--- src/rtl/riscv_pkg.sv ---
// Shared definitions for the instruction-memory loader: word width and loader FSM encoding.
// Pure constants; no logic, no latency, no flow control.
package riscv_pkg;

  localparam int XLEN = 32;

  localparam logic [2:0] ST_IDLE  = 3'd0;
  localparam logic [2:0] ST_LEN0  = 3'd1;
  localparam logic [2:0] ST_LEN1  = 3'd2;
  localparam logic [2:0] ST_DATA  = 3'd3;
  localparam logic [2:0] ST_WRITE = 3'd4;
  localparam logic [2:0] ST_DONE  = 3'd5;
  localparam logic [2:0] ST_ERROR = 3'd6;

endpackage

--- src/rtl/imem_loader_word_assembler.sv ---
// Packs little-endian bytes into a 32-bit word; word_last flags the 4th byte combinationally,
// word_rdy holds from then until clear. Accepts a byte whenever byte_vld is high (no back-pressure).
module word_assembler
  import riscv_pkg::*;
(
  input  logic            clk,
  input  logic            reset,
  input  logic            clear,
  input  logic            byte_vld,
  input  logic [7:0]      byte_dat,
  output logic [XLEN-1:0] word_dat,
  output logic            word_last,
  output logic            word_rdy
);

  logic [1:0]      cnt_q, cnt_d;
  logic [XLEN-1:0] word_q, word_d;
  logic            rdy_q, rdy_d;

  always_comb begin
    cnt_d     = cnt_q;
    word_d    = word_q;
    rdy_d     = rdy_q;
    word_last = byte_vld && (cnt_q == 2'd3);
    if (clear) begin
      cnt_d = 2'd0;
      rdy_d = 1'b0;
    end else if (byte_vld) begin
      word_d[{cnt_q, 3'b000} +: 8] = byte_dat;
      cnt_d = cnt_q + 2'd1;
      if (cnt_q == 2'd3) rdy_d = 1'b1;
    end
  end

  always_ff @(posedge clk or posedge reset) begin
    if (reset) begin
      cnt_q  <= 2'd0;
      word_q <= '0;
      rdy_q  <= 1'b0;
    end else begin
      cnt_q  <= cnt_d;
      word_q <= word_d;
      rdy_q  <= rdy_d;
    end
  end

  assign word_dat = word_q;
  assign word_rdy = rdy_q;

endmodule

--- src/rtl/imem_loader.sv ---
// Length-prefixed byte-stream loader writing 32-bit words into instruction memory; one write
// the cycle after each 4th byte (>=5 cycles/word). in_ready drops outside LEN0/LEN1/DATA and in WRITE.
module imem_loader
  import riscv_pkg::*;
#(
  parameter logic [31:0] BASE_ADDR = 32'h0000_0000,
  parameter int          MAX_WORDS = 64
) (
  input  logic        clk,
  input  logic        reset,
  input  logic        start,
  input  logic        in_valid,
  input  logic [7:0]  in_data,
  output logic        in_ready,
  output logic        we,
  output logic [31:0] waddr,
  output logic [31:0] wdata,
  output logic        cpu_hold,
  output logic        done,
  output logic        error
);

  localparam int IDX_W = $clog2(MAX_WORDS + 1);

  logic [2:0]       state_q, state_d;
  logic [15:0]      count_q, count_d;
  logic [IDX_W-1:0] idx_q, idx_d;
  logic [15:0]      hdr_count;
  logic             byte_fire;
  logic             asm_clear, asm_vld, word_last, word_rdy;
  logic [XLEN-1:0]  word_dat;

  assign in_ready  = (state_q == ST_LEN0) || (state_q == ST_LEN1) || (state_q == ST_DATA);
  assign byte_fire = in_valid && in_ready;
  assign hdr_count = {in_data, count_q[7:0]};

  always_comb begin
    state_d   = state_q;
    count_d   = count_q;
    idx_d     = idx_q;
    asm_clear = 1'b0;
    asm_vld   = 1'b0;
    case (state_q)
      ST_IDLE: if (start) state_d = ST_LEN0;
      ST_LEN0: begin
        if (byte_fire) begin
          count_d[7:0] = in_data;
          state_d      = ST_LEN1;
        end
      end
      ST_LEN1: begin
        if (byte_fire) begin
          count_d[15:8] = in_data;
          if (hdr_count == 16'd0) begin
            state_d = ST_DONE;
          end else if (hdr_count > 16'(MAX_WORDS)) begin
            state_d = ST_ERROR;
          end else begin
            state_d   = ST_DATA;
            idx_d     = '0;
            asm_clear = 1'b1;
          end
        end
      end
      ST_DATA: begin
        asm_vld = byte_fire;
        if (word_last) state_d = ST_WRITE;
      end
      ST_WRITE: begin
        idx_d     = idx_q + 1'b1;
        asm_clear = 1'b1;
        state_d   = ((32'(idx_q) + 32'd1) == 32'(count_q)) ? ST_DONE : ST_DATA;
      end
      ST_DONE, ST_ERROR: begin
        // Restart rewinds the address so waddr reads BASE_ADDR again before the new header.
        if (start) begin
          state_d = ST_LEN0;
          idx_d   = '0;
        end
      end
      default: state_d = ST_IDLE;
    endcase
  end

  always_ff @(posedge clk or posedge reset) begin
    if (reset) begin
      state_q <= ST_IDLE;
      count_q <= 16'd0;
      idx_q   <= '0;
    end else begin
      state_q <= state_d;
      count_q <= count_d;
      idx_q   <= idx_d;
    end
  end

  word_assembler u_asm (
    .clk       (clk),
    .reset     (reset),
    .clear     (asm_clear),
    .byte_vld  (asm_vld),
    .byte_dat  (in_data),
    .word_dat  (word_dat),
    .word_last (word_last),
    .word_rdy  (word_rdy)
  );

  assign we       = (state_q == ST_WRITE) && word_rdy;
  assign waddr    = BASE_ADDR + (32'(idx_q) << 2);
  assign wdata    = word_dat;
  assign done     = (state_q == ST_DONE);
  assign error    = (state_q == ST_ERROR);
  assign cpu_hold = (state_q != ST_DONE);

endmodule

--- config.mk ---
export PLATFORM = sky130hd
export DESIGN_NAME = imem_loader
export DESIGN_NICKNAME = d
export VERILOG_FILES = /design/src/rtl/riscv_pkg.sv /design/src/rtl/imem_loader_word_assembler.sv /design/src/rtl/imem_loader.sv
export SDC_FILE = /design/constraint.sdc
export NUM_CORES = 1
export LEC_CHECK = 0
export BUFFER_PORTS_ARGS = -buffer_cell sky130_fd_sc_hd__clkbuf_2
export CAP_MARGIN = 20
export CORE_ASPECT_RATIO = 1.2
export CORE_MARGIN = 10
export CORE_UTILIZATION = 48
export CTS_BUF_LIST = sky130_fd_sc_hd__clkbuf_4 sky130_fd_sc_hd__clkbuf_8 sky130_fd_sc_hd__clkbuf_16
export CTS_CLUSTER_SIZE = 8
export DETAILED_ROUTE_END_ITERATION = 10
export PLACE_DENSITY = 0.77
export SLEW_MARGIN = 20
export SYNTH_ARGS = -nofsm -noshare
export SYNTH_HDL_FRONTEND = slang
export SYNTH_HIERARCHICAL = 1
export SYNTH_SLANG_ARGS = --single-unit
--- constraint.sdc ---
create_clock -name clk -period 2.95 [get_ports clk]
set_input_delay 0.1475 -clock clk [delete_from_list [all_inputs] [get_ports clk]]
set_output_delay 0.1475 -clock clk [all_outputs]
set_load 0.02 [all_outputs]
==> results.cfg <==
[min_path]
hp-class = in -> reg

[timing]
maxSlewViolCount = 0
worst_pin_slew_ns = 0.786
fmax_ghz = 0.357
setup_ws_ns = 0.150
layout_min_cycle_time_ns = 2.80
rsz0062_at_grt = false
min_period_over_period_pct = 94.9
relSlewSlack_pct = 47.2
finalHoldViolations = 0
tns_ns = 0
final.setup_skew_ns = 0.00782
setup_violations = 0

[worst_setup_path]
rr_worst_depth = 7
critPathCapture = u_asm/word_dat[30]
worst_ep_required_time_ns = 3.18
path_class = reg -> reg
rr_endpoint = u_asm/word_dat[30]
rrSetupSlack_ns = 0.15
endpoint_kind = flip-flop
r2r_start = count_q[0]
critical_path_arrival_ns = 3.03
crit_path_start = count_q[0]
cp-start-kind = flip-flop
crit_fanout = 16

[logic_synthesis]
async_reset_ff_share_pct = 100
synthesis.area_sq_um = 3360
ys_types = 46
synth_compound_area_share_pct = 14.1
synth.area.mux_share_pct = 6.26
synth-xor-area-share_pct = 3.39
ys_warn_count = 6
synth_top_family_by_area = simple AND/OR/NAND/NOR gates
synthSimpleGateAreaFrac_pct = 16.0
synthAdderAreaFrac_pct = 2.24
seq_area_frac_synth_pct = 45.5
synth_area_per_cell_sq_um = 9.84
synth-edff-count = 0
ys_ff_latch = 61
synth_cells = 341
synth_flop_cell = dfrtp_1

[routing]
vias_per_cell = 5.47
wl_per_cell_um = 17.4
first_pass_iters = 4
drtIter0Drc = 101
vias = 2659
drc = 0
totalWireLength_um = 8460
ant_nets = 0

[global_route]
grt_max_degree = 36
antenna_found_initial = 0
grt_use_met1_pct = 19.5
track_usage_pct = 15.8
grt_pass1_vias = 2752
grtUsageMet2_pct = 26.0
use_met3_pct = 4.77
gr-total-overflow = 0
grt_busiest_layer = met2
grt_pass1_wl_um = 13900

[floorplan]
io-pin-count = 81
die_h_um = 112
core-area_sq_um = 6810
dieArea_sq_um = 10700
rows = 33
die_w_um = 96.3
initial_utilization_pct = 49.3

[final_layout]
antenna_cells = 0
finalInstanceArea_sq_um = 3880
fillCellCount = 601
area_delta_synth_final_pct = 15.6
fin_nets = 412
drive_gt1_share_pct = 26.1
final_cell_count_no_fill = 486

[power_and_ir_drop]
ir_drop_uv = 685
p_per_area_nw_per_um2 = 998
p_leak_nw = 1.81

[clock_tree]
post-cts-setup-buffers = 0
htreeDepth = 3
path_clk_slew_ns = 0.07
numCtsBuffers = 9
cts_tree = yes
root_buffer = clkbuf_8
cts_sinks = 61
clock_path_buffers = 2
clock_latency_ns = 0.33

[place]
dp_slack_ns = 0.160
placedCellCount = 468
numPortBuffers = 55
hpwl_um = 6130
placed_area_sq_um = 3610
gp_congestion = 0.846

[job]
cap_violations = 0

[outcome]
status = completed
metal layers:
| layer | vias to the layer above | part of all wire (%) |
|---|---|---|
| met5 | - | 0 |
| met4 | 0 | 0.57 |
| met3 | 4 | 8.5 |
| met2 | 88 | 51 |
| met1 | 1318 | 40 |
| li1 | 1249 | - |
final cells by class:
class / instances / area [sq um] / area share [%]
inverters: 33 / 124 / 3.19
clock buffers: 10 / 138 / 3.55
flip-flops and latches: 61 / 1530 / 39.4
clock inverters: 6 / 86.3 / 2.23
multi-input cells: 223 / 1520 / 39.1
well taps: 87 / 109 / 2.81
repair buffers: 66 / 380 / 9.81
placed cells by master (no fill, tap or decap), types with 2 or more instances in the layout:
master / netlist / layout
nand3_1: 9 / 9
and3b_1: 3 / 3
clkbuf_8: 0 / 10
nand2b_1: 9 / 8
xor2_1: 2 / 2
or3_1: 4 / 4
ha_1: 6 / 6
buf_4: 26 / 9
or4_1: 6 / 6
nand4_1: 9 / 9
o2bb2ai_1: 9 / 9
or4b_1: 2 / 2
a21oi_1: 7 / 7
a22o_1: 4 / 4
o21ai_0: 5 / 5
clkbuf_2: 1 / 55
xnor2_1: 11 / 11
nor2_1: 14 / 14
clkinv_2: 0 / 2
bufinv_16: 0 / 2
mux2_2: 16 / 16
conb_1: 1 / 25
and2_1: 4 / 4
o32ai_1: 22 / 21
o32ai_2: 2 / 3
inv_1: 33 / 33
dfrtp_1: 61 / 61
nand2_1: 35 / 35
mux2i_1: 3 / 3
cells in the mapped netlist, types with 4 or more instances:
cell       count  share of area [%]
nand2_1       35                3.9
clkbuf_1      14                1.6
a22o_1         4                1.0
nand3_1        9                1.3
nand2b_1       9                1.7
o21ai_0        5               0.75
o32ai_1       22                5.7
a21oi_1        7                1.0
and2_1         4               0.75
or4_1          6                1.3
dfrtp_1       61                 45
xnor2_1       11                2.9
or3_1          4               0.75
inv_1         33                3.7
o2bb2ai_1      9                2.3
ha_1           6                2.2
nand4_1        9                1.7
buf_4         26                5.8
mux2_2        16                5.4
nor2_1        14                1.6
power breakdown:
part	internal, mW	switching (mW)
registers	1.15	0.272
clock network	0.497	0.336
logic	0.630	0.983
cells by family (layout without fill, tap and decap cells):
logic type	count (synthesis)	in the layout
AO/OA/AOI/OAI	58	58
multiplexers	19	19
XOR/XNOR	13	13
AND/OR/NAND/NOR	102	102
flip-flops	61	61
adder cells (fa/ha/maj)	6	6
other	1	25
buffers and inverters	81	115
worst min-delay path by stage:
stage | start | endpoint | slack (ns) | depth (start not counted)
after floorplan | reset | count_q[0] | 0.19 | 1
after global placement | reset | u_asm/word_dat[27] | 0.26 | 3
after detailed placement | reset | u_asm/word_dat[27] | 0.27 | 3
after CTS | in_data[6] | u_asm/word_dat[6] | 0.15 | 3
after global routing | in_data[6] | u_asm/word_dat[6] | 0.19 | 3
final | in_data[6] | u_asm/word_dat[6] | 0.18 | 3
worst max-delay path: stages (launching register included):
cell and delay, ns:
dfrtp_1 0.40, or4_1 0.54, or4_1 0.47, nand4_1 0.14, nand2_1 0.11, or4b_1 0.52
buf_4 0.22, o32ai_1 0.30
stage by stage:
| step | util, % | total power, mW | hold WS [ns] |
|---|---|---|---|
| after CTS | 56.4 | 3.89 | 0.151 |
| final | 56.9 | 3.87 | 0.175 |
| after global placement | 52.9 | 2.97 | 0.259 |
| after detailed placement | 52.9 | 3.04 | 0.265 |
| after floorplan | - | 2.59 | 0.188 |
| after global routing | 56.9 | 4.14 | 0.185 |
registers in the layout, summed over array words and instances, names as in the netlist:
signal,count
u_asm/word_dat,32
state_q,3
u_asm/cnt_q,2
idx_q,7
count_q,16
u_asm/word_rdy,1
what timing repair did:
action                                  CTS  global route
gates resized for setup                   0             2
endpoints found under the setup margin    0             3
hold buffers                              1             0
endpoints found under the hold margin    35             0
(Power assumes the default switching activity.)
